$ cat config.mk
export PLATFORM = sky130hd
export DESIGN_NAME = dl_slp_ctrl
export DESIGN_NICKNAME = d
export VERILOG_FILES = /design/src/rtl/dl_slp_pkg.sv /design/src/rtl/dl_slp_sync.sv /design/src/rtl/dl_slp_ctrl.sv
export SDC_FILE = /design/constraint.sdc
export NUM_CORES = 1
export LEC_CHECK = 0
export ABC_CLOCK_PERIOD_IN_PS = 5200
export CAP_MARGIN = 20
export CORE_MARGIN = 2
export CORE_UTILIZATION = 45
export CTS_CLUSTER_SIZE = 20
export DETAILED_ROUTE_END_ITERATION = 10
export DONT_BUFFER_PORTS = 1
export GPL_ROUTABILITY_DRIVEN = 1
export PLACE_DENSITY_LB_ADDON = 0.1
export SLEW_MARGIN = 10
export SYNTH_ARGS = -nofsm -noshare
export SYNTH_HDL_FRONTEND = slang
export SYNTH_SLANG_ARGS = --single-unit
$ cat constraint.sdc
create_clock -name clk -period 5.2 [get_ports clk]
set_input_delay 1.04 -clock clk [delete_from_list [all_inputs] [get_ports clk]]
set_output_delay 1.04 -clock clk [all_outputs]
set_load 0.05 [all_outputs]
$ cat src/rtl/dl_slp_pkg.sv
// Shared types and constants for the dual-slope ADC sequencer.
package dl_slp_pkg;

   typedef enum logic [2:0] {
      IDLE,
      RST,
      SAMPLE,
      RUNUP,
      RDOWN,
      DONE
   } state_t;

   localparam int SYNC_STAGES = 2;

   function automatic int unsigned cnt_max(input int unsigned w);
      return (32'd1 << w) - 32'd1;
   endfunction

endpackage

$ cat src/rtl/dl_slp_sync.sv
// Multi-flop synchroniser for a single asynchronous level; clears to 0 on reset.
module dl_slp_sync #(
   parameter int STAGES = 2
) (
   input  logic clk,
   input  logic rst,
   input  logic d,
   output logic q
);

   logic [STAGES-1:0] ff;

   always_ff @(posedge clk) begin
      if (rst) ff <= '0;
      else     ff <= {ff[STAGES-2:0], d};
   end

   assign q = ff[STAGES-1];

endmodule

$ cat src/rtl/dl_slp_ctrl.sv
// Dual-slope ADC sequencer: integrator reset, sample, fixed run-up, counted run-down.
//
//  state  | meaning
//  -------+------------------------------------------------------------
//  IDLE   | waiting for conv_req; integrator held in reset
//  RST    | integrator reset for RST_CYCLES cycles
//  SAMPLE | one-cycle start pulse; first run-up cycle (cycle 0)
//  RUNUP  | integrate input for the remaining RUNUP_CYCLES-1 cycles
//  RDOWN  | integrate -VREF, count until comparator trips or saturation
//  DONE   | one-cycle result_valid; integrator back in reset
module dl_slp_ctrl
   import dl_slp_pkg::*;
#(
   parameter int RUNUP_CYCLES = 256,
   parameter int CNT_W        = 10,
   parameter int RST_CYCLES   = 4
) (
   input  logic             clk,
   input  logic             rst,
   input  logic             conv_req,
   input  logic             abort,
   input  logic             cmp_out,
   output logic             start,
   output logic             integrator_sel,
   output logic             integrator_rstn,
   output logic             busy,
   output logic [CNT_W-1:0] result,
   output logic             result_valid,
   output logic             overrange,
   output logic             neg_input
);

   localparam int TMR_SPAN = (RUNUP_CYCLES > RST_CYCLES) ? RUNUP_CYCLES : RST_CYCLES;
   localparam int TMR_W    = $clog2(TMR_SPAN + 1);

   localparam logic [CNT_W-1:0] CNT_MAX  = CNT_W'(cnt_max(CNT_W));
   localparam logic [TMR_W-1:0] TMR_RST  = TMR_W'(RST_CYCLES - 1);
   localparam logic [TMR_W-1:0] TMR_RUN  = TMR_W'(RUNUP_CYCLES - 2);

   state_t           state_q, state_d;
   logic [TMR_W-1:0] tmr_q, tmr_d;
   logic [CNT_W-1:0] cnt_q, cnt_d;
   logic [CNT_W-1:0] result_d;
   logic             ov_d, neg_d;
   logic             start_d, sel_d, rstn_d, busy_d, valid_d;
   logic             cmp_s;

   dl_slp_sync #(.STAGES(SYNC_STAGES)) u_cmp_sync (
      .clk (clk),
      .rst (rst),
      .d   (cmp_out),
      .q   (cmp_s)
   );

   always_comb begin
      state_d  = state_q;
      tmr_d    = tmr_q;
      cnt_d    = cnt_q;
      result_d = result;
      ov_d     = overrange;
      neg_d    = neg_input;

      unique case (state_q)
         IDLE: begin
            if (conv_req) begin
               state_d = RST;
               tmr_d   = TMR_RST;
               ov_d    = 1'b0;
               neg_d   = 1'b0;
            end
         end
         RST: begin
            if (tmr_q == '0) state_d = SAMPLE;
            else             tmr_d   = tmr_q - 1'b1;
         end
         SAMPLE: begin
            state_d = RUNUP;
            tmr_d   = TMR_RUN;
         end
         RUNUP: begin
            if (tmr_q == '0) begin
               state_d = RDOWN;
               cnt_d   = '0;
            end else begin
               tmr_d = tmr_q - 1'b1;
            end
         end
         RDOWN: begin
            // comparator already tripped on the first cycle means the input was negative
            if (cmp_s) begin
               state_d = DONE;
               if (cnt_q == '0) begin
                  neg_d    = 1'b1;
                  result_d = '0;
               end else begin
                  result_d = cnt_q;
               end
            end else if (cnt_q == CNT_MAX) begin
               state_d  = DONE;
               result_d = CNT_MAX;
               ov_d     = 1'b1;
            end else begin
               cnt_d = cnt_q + 1'b1;
            end
         end
         DONE:    state_d = IDLE;
         default: state_d = IDLE;
      endcase

      if (abort) begin
         state_d  = IDLE;
         tmr_d    = '0;
         cnt_d    = '0;
         result_d = result;
         ov_d     = 1'b0;
         neg_d    = 1'b0;
      end

      // outputs decoded from the next state so they change with the state register
      start_d = (state_d == SAMPLE);
      sel_d   = (state_d == SAMPLE) || (state_d == RUNUP);
      rstn_d  = (state_d == SAMPLE) || (state_d == RUNUP) || (state_d == RDOWN);
      busy_d  = (state_d != IDLE);
      valid_d = (state_d == DONE);
   end

   always_ff @(posedge clk) begin
      if (rst) begin
         state_q         <= IDLE;
         tmr_q           <= '0;
         cnt_q           <= '0;
         result          <= '0;
         overrange       <= 1'b0;
         neg_input       <= 1'b0;
         start           <= 1'b0;
         integrator_sel  <= 1'b0;
         integrator_rstn <= 1'b0;
         busy            <= 1'b0;
         result_valid    <= 1'b0;
      end else begin
         state_q         <= state_d;
         tmr_q           <= tmr_d;
         cnt_q           <= cnt_d;
         result          <= result_d;
         overrange       <= ov_d;
         neg_input       <= neg_d;
         start           <= start_d;
         integrator_sel  <= sel_d;
         integrator_rstn <= rstn_d;
         busy            <= busy_d;
         result_valid    <= valid_d;
      end
   end

endmodule

==> results of run 1 <==
==> routing by layer <==
metal / vias up / routed length, µm / part of all wire
met2: 61 / 2220 / 0.48
met1: 842 / 2160 / 0.47
met5: - / 0 / 0
met3: 5 / 218 / 0.047
li1: 834 / - / -
met4: 0 / 45 / 0.0097
==> cell usage in the layout (no fill, tap or decap), types with 2 or more instances in the layout <==
| cell | count |
|---|---|
| a311oi_1 | 2 |
| dfxtp_1 | 41 |
| o21ai_1 | 5 |
| or3_1 | 5 |
| or4b_1 | 4 |
| clkbuf_8 | 6 |
| o31ai_1 | 7 |
| nor4_1 | 2 |
| o221a_1 | 10 |
| a21o_1 | 4 |
| inv_1 | 10 |
| a21oi_1 | 24 |
| a31oi_1 | 5 |
| nand2_1 | 5 |
| or4_1 | 5 |
| nor2_1 | 16 |
| or3b_1 | 2 |
| o211a_1 | 2 |
| nand3_1 | 4 |
| a221oi_1 | 2 |
| o21ai_0 | 3 |
| nor2b_1 | 4 |
| nand4_1 | 6 |
| a211oi_1 | 5 |
| nor3_1 | 8 |
| ha_1 | 4 |
==> final timing paths <==
check                                       from                to  slack, ns  cells after the start
worst max-delay path                  state_q[2]          cnt_q[9]       2.95                      4
worst min-delay path            u_cmp_sync.ff[0]  u_cmp_sync.ff[1]       0.45                      1
worst min register to register  u_cmp_sync.ff[0]  u_cmp_sync.ff[1]       0.45                      1
worst max register to register        state_q[2]          cnt_q[9]       2.95                      4
==> state kept, by name (all words and copies together), names as in the netlist <==
signal           count
busy                 1
cnt_q               10
integrator_rstn      1
integrator_sel       1
neg_input            1
overrange            1
result              10
result_valid         1
start                1
state_q              3
tmr_q                9
u_cmp_sync.ff        2
==> synthesized netlist by cell type (2+ instances only) <==
master,number
a31oi_1,5
nand3_1,4
nand4_1,6
ha_1,4
clkbuf_1,7
o31ai_1,7
inv_1,10
nor3_1,8
a221oi_1,2
or3_1,5
a21o_1,4
nor2b_1,4
a211oi_1,5
nor2_1,16
nor4_1,2
or3b_1,2
o211a_1,2
dfxtp_1,41
a21oi_1,24
nand2_1,5
o21ai_0,3
or4b_1,4
or4_1,5
a311oi_1,2
o221a_1,10
o21ai_1,5
==> logic make-up after synthesis <==
kind of cell               synth area share
DFF                                   0.424
and+or+nand+nor                       0.237
adders and majority gates            0.0259
buffers and inverters                0.0375
AOI/OAI and AO/OA                     0.276
==> power by group through the flow <==
stage	combinational, mW	clock [mW]	sequential (mW)
detailed placement	0.0678	0	0.340
global placement	0.0658	0	0.340
global route	0.0774	0.284	0.334
floorplan	0.0535	0	0.337
finish	0.0692	0.267	0.333
CTS	0.0685	0.272	0.333
==> area by class of cell <==
cell class	count	area, µm²	share of cell area
flip-flops and latches	41	821	0.394
clock buffers	6	82.6	0.0396
well taps	50	62.6	0.0300
clock inverters	2	37.5	0.0180
multi-input cells	154	1040	0.499
inverters	11	41.3	0.0198
==> results.cfg, run 1 <==
[sta]
finalHoldViolations = 0
fmax_mhz = 445
setup_viol_count_final = 0
clock_skew_ns = 0.00918
layout_setup_ws_ns = 2.95
layout_min_cycle_time_ns = 2.25
rsz0062_at_grt = false
period_share = 0.432
finalMaxSlewViolations = 0
holdWs_ns = 0.446
fin_tns_setup_ns = 0
worst_slew_pin_slew_ns = 0.931
maxSlewHeadroom = 0.371

[power]
vdd_drop_max_mv = 0.127
power_switching_mw = 0.168
p_per_area_nw_per_um2 = 321
share_seq_of_total_power = 0.498
p_int_mw = 0.501
p_clk_frac = 0.399
combPwrFrac = 0.103
total_power_mw = 0.669
p_leak_nw = 0.715
switching_share = 0.251

[clock_network]
cts_made_buffers = 5
holdBufCountCts = 0
cts_setup_buffers = 0
clkTransAtPathRegs_ns = 0.08
cts.sinks = 41
cts_tree = done
ctsResizeCount = 0
cts_root_buffer = clkbuf_8
clock_path_buffers = 2
worstSkewPairLatency_ns = 0.30
htree_levels = 2

[global_routing]
grt_pass1_vias = 1638
grt_use_met1 = 0.260
grt_pass1_wl_um = 7960
grt_max_degree = 16
antenna_found_initial = 0
met3_usage = 0.0451
overflow = 0
use_met2 = 0.334
busiest_layer = met2
grt.total_usage = 0.203

[worst_hold_path]
hold_path_class = reg2reg

[drt]
vias = 1742
routed_via_density = 6.60
wire_per_inst_um = 17.6
firstDrtPassIters = 4
totalWireLength_um = 4650
ant_nets = 0
drc = 0
first_iter_violations = 109

[cells_and_area]
syn_to_final_growth_pct = 7.83
utilization = 0.514
final_nets = 222
stdcell_count = 264
antenna_cells = 0
num-fill-cells = 382
stdcell_area_um2 = 2090
drive_gt1_frac = 0.0561

[logic_synthesis]
synth_fp_nets = 223
synthTopCellsByArea = dfxtp_1, a21oi_1, o221a_1
synth_warnings = 0
yosysTopAreaCell = dfxtp_1
avgSynthCellArea_um2 = 9.04
synth-seq-cells = 41
synth_top_area_share = 0.424
synth-edff-count = 0
seq_area_frac_synth = 0.424
async_flop_share = 0
synth_area_um2 = 1930
synth_top_flop_cell = dfxtp_1
syn_inst = 214
ys_types = 48

[worst_setup_path]
crit_path_top_delay_cell = dfxtp_1
crit_path_max_incr_delay_ns = 0.58
worstPathRequired_ns = 5.42
worst-path-buf-inv = 0
worstSetupStartpointType = register
path_max_fanout = 15
critPathKind = reg2reg
cp-end-kind = register
crit_chain = or4b_1, a41o_1, or4_1, a21oi_1
crit_family = simple AND/OR/NAND/NOR gates
worstPathArrival_ns = 2.47

[die]
initial_utilization = 0.477
die_h_um = 69.6
core_area_um2 = 4060
die_w_um = 69.6
dieArea_um2 = 4840
ios = 22
std_cell_rows = 23

[placed_design]
place_area_um2 = 1970
place_hpwl_um = 3370
dp_worst_setup_slack_ns = 2.87
port_buffers = 0
dp_cells = 256
place_congestion = 0.844

[status]
status = finished, final reports clean

[run]
maxCapViolCount = 0
(Power assumes the default switching activity.)
==> inputs of run 2 (changes only) <==
Settings changed: ABC_CLOCK_PERIOD_IN_PS 5200 to 2350.
Clock period 5.2 ns to 2.35 ns, I/O delays scaled along.
==> results.cfg, run 2 (same netlist as run 1, synthesis figures left out) <==
[cells_and_area]
syn_to_final_growth_pct = 8.15
stdcell_area_um2 = 2090
drive_gt1_frac = 0.0734
utilization = 0.516
antenna_cells = 0
stdcell_count = 268
final_common_cell = dfxtp_1
reg.largest.list = cnt_q x10, result x10, tmr_q x9
layout_common_cells = dfxtp_1, a21oi_1, nor2_1
final_nets = 226

[drt]
firstDrtPassIters = 4
routed_via_density = 6.51
first_iter_violations = 160
drc = 0
vias = 1746
totalWireLength_um = 4640
ant_nets = 0
wire_per_inst_um = 17.3

[global_routing]
grt_use_met1 = 0.254
grt_pass1_vias = 1644
overflow = 0
use_met2 = 0.322
grt_max_degree = 16
antenna_found_initial = 0
busiest_layer = met2
grt.total_usage = 0.201
grt_pass1_wl_um = 7850
met3_usage = 0.0610

[sta]
worst_slew_pin_slew_ns = 0.724
clock_skew_ns = 0.00829
period_share = 0.884
layout_min_cycle_time_ns = 2.08
finalHoldViolations = 0
maxSlewHeadroom = 0.513
fmax_mhz = 481
setup_viol_count_final = 0
rsz0062_at_grt = false
finalMaxSlewViolations = 0
fin_tns_setup_ns = 0

[worst_setup_path]
worstSetupStartpointType = register
crit_family = simple AND/OR/NAND/NOR gates
critPathKind = reg2reg
worst-path-buf-inv = 0
worstPathArrival_ns = 2.31
r2r_slack_ns = 0.27
crit_path_top_delay_cell = or4b_1
reg2reg_to = cnt_q[9]
cp-end-kind = register
reg2reg_depth = 4
crit_path_max_incr_delay_ns = 0.58
worstPathRequired_ns = 2.59
path_max_fanout = 15
rr_startpoint = state_q[1]
crit_chain = or4b_1, a41o_1, or4_1, a21oi_1

[power]
total_power_mw = 1.39
p_per_area_nw_per_um2 = 664
p_leak_nw = 0.729
vdd_drop_max_mv = 0.358

[worst_hold_path]
hold_start = rst
holdPathStages = 1
hold_path_class = in2reg
hold_end = u_cmp_sync.ff[1]

[clock_network]
cts_made_buffers = 5
cts.sinks = 41
cts_setup_buffers = 0
cts_tree = done
clock_path_buffers = 2
cts_root_buffer = clkbuf_8
worstSkewPairLatency_ns = 0.31
holdBufCountCts = 0
ctsResizeCount = 0
clkTransAtPathRegs_ns = 0.08
htree_levels = 2

[die]
die_h_um = 69.6
core_area_um2 = 4060
std_cell_rows = 23
dieArea_um2 = 4840
die_w_um = 69.6
initial_utilization = 0.477
ios = 22

[status]
status = finished, final reports clean

[run]
maxCapViolCount = 0

[placed_design]
port_buffers = 0
dp_cells = 260
place_area_um2 = 2000
place_hpwl_um = 3340
place_congestion = 0.962
-- run 2: cell count changes in the layout (fill, tap and decap cells not counted), sizes merged --
cell      change
clkinv        +2
bufinv        -1
buf           +4
clkinvlp      -1
-- run 2: report_power, final --
part | switching, mW | total (mW) | internal [mW] | leakage, nW
clock network | 0.256 | 0.494 | 0.238 | 0.0512
logic | 0.102 | 0.162 | 0.0599 | 0.346
registers | 0.0248 | 0.734 | 0.709 | 0.332
-- run 2: routing by layer --
| metal | wire length [µm] | share of wire |
|---|---|---|
| met5 | 0 | 0 |
| met1 | 2040 | 0.44 |
| met2 | 2200 | 0.47 |
| met4 | 99 | 0.021 |
| met3 | 296 | 0.064 |
-- run 2: layout make-up --
cell class | instances | area (µm²)
Timing Repair Buffer | 4 | 30.0
Fill cell | 375 | 1970
Sequential cell | 41 | 821
Clock buffer | 6 | 82.6
Clock inverter | 2 | 13.8
Inverter | 11 | 41.3
Multi-Input combinational cell | 154 | 1040
Tap cell | 50 | 62.6
-- run 2: through the flow --
| stage | worst slack (ns) | hold slack, ns |
|---|---|---|
| floorplan | 0.490 | 0.414 |
| global placement | 0.366 | 0.415 |
| detailed placement | 0.300 | 0.443 |
| CTS | 0.288 | 0.234 |
| global route | 0.145 | 0.224 |
| finish | 0.272 | 0.232 |
-- run 2: worst max-delay path by stage --
| stage | start | end | slack [ns] | cells after the start |
|---|---|---|---|---|
| 2_1_floorplan | tmr_q[0] | tmr_q[8] | 0.49 | 6 |
| 3_3_place_gp | state_q[1] | cnt_q[9] | 0.37 | 4 |
| 3_5_place_dp | state_q[1] | cnt_q[9] | 0.30 | 4 |
| 4_1_cts | state_q[1] | cnt_q[9] | 0.29 | 4 |
| 5_1_grt | state_q[1] | cnt_q[7] | 0.15 | 4 |
| 6_report | state_q[1] | cnt_q[9] | 0.27 | 4 |
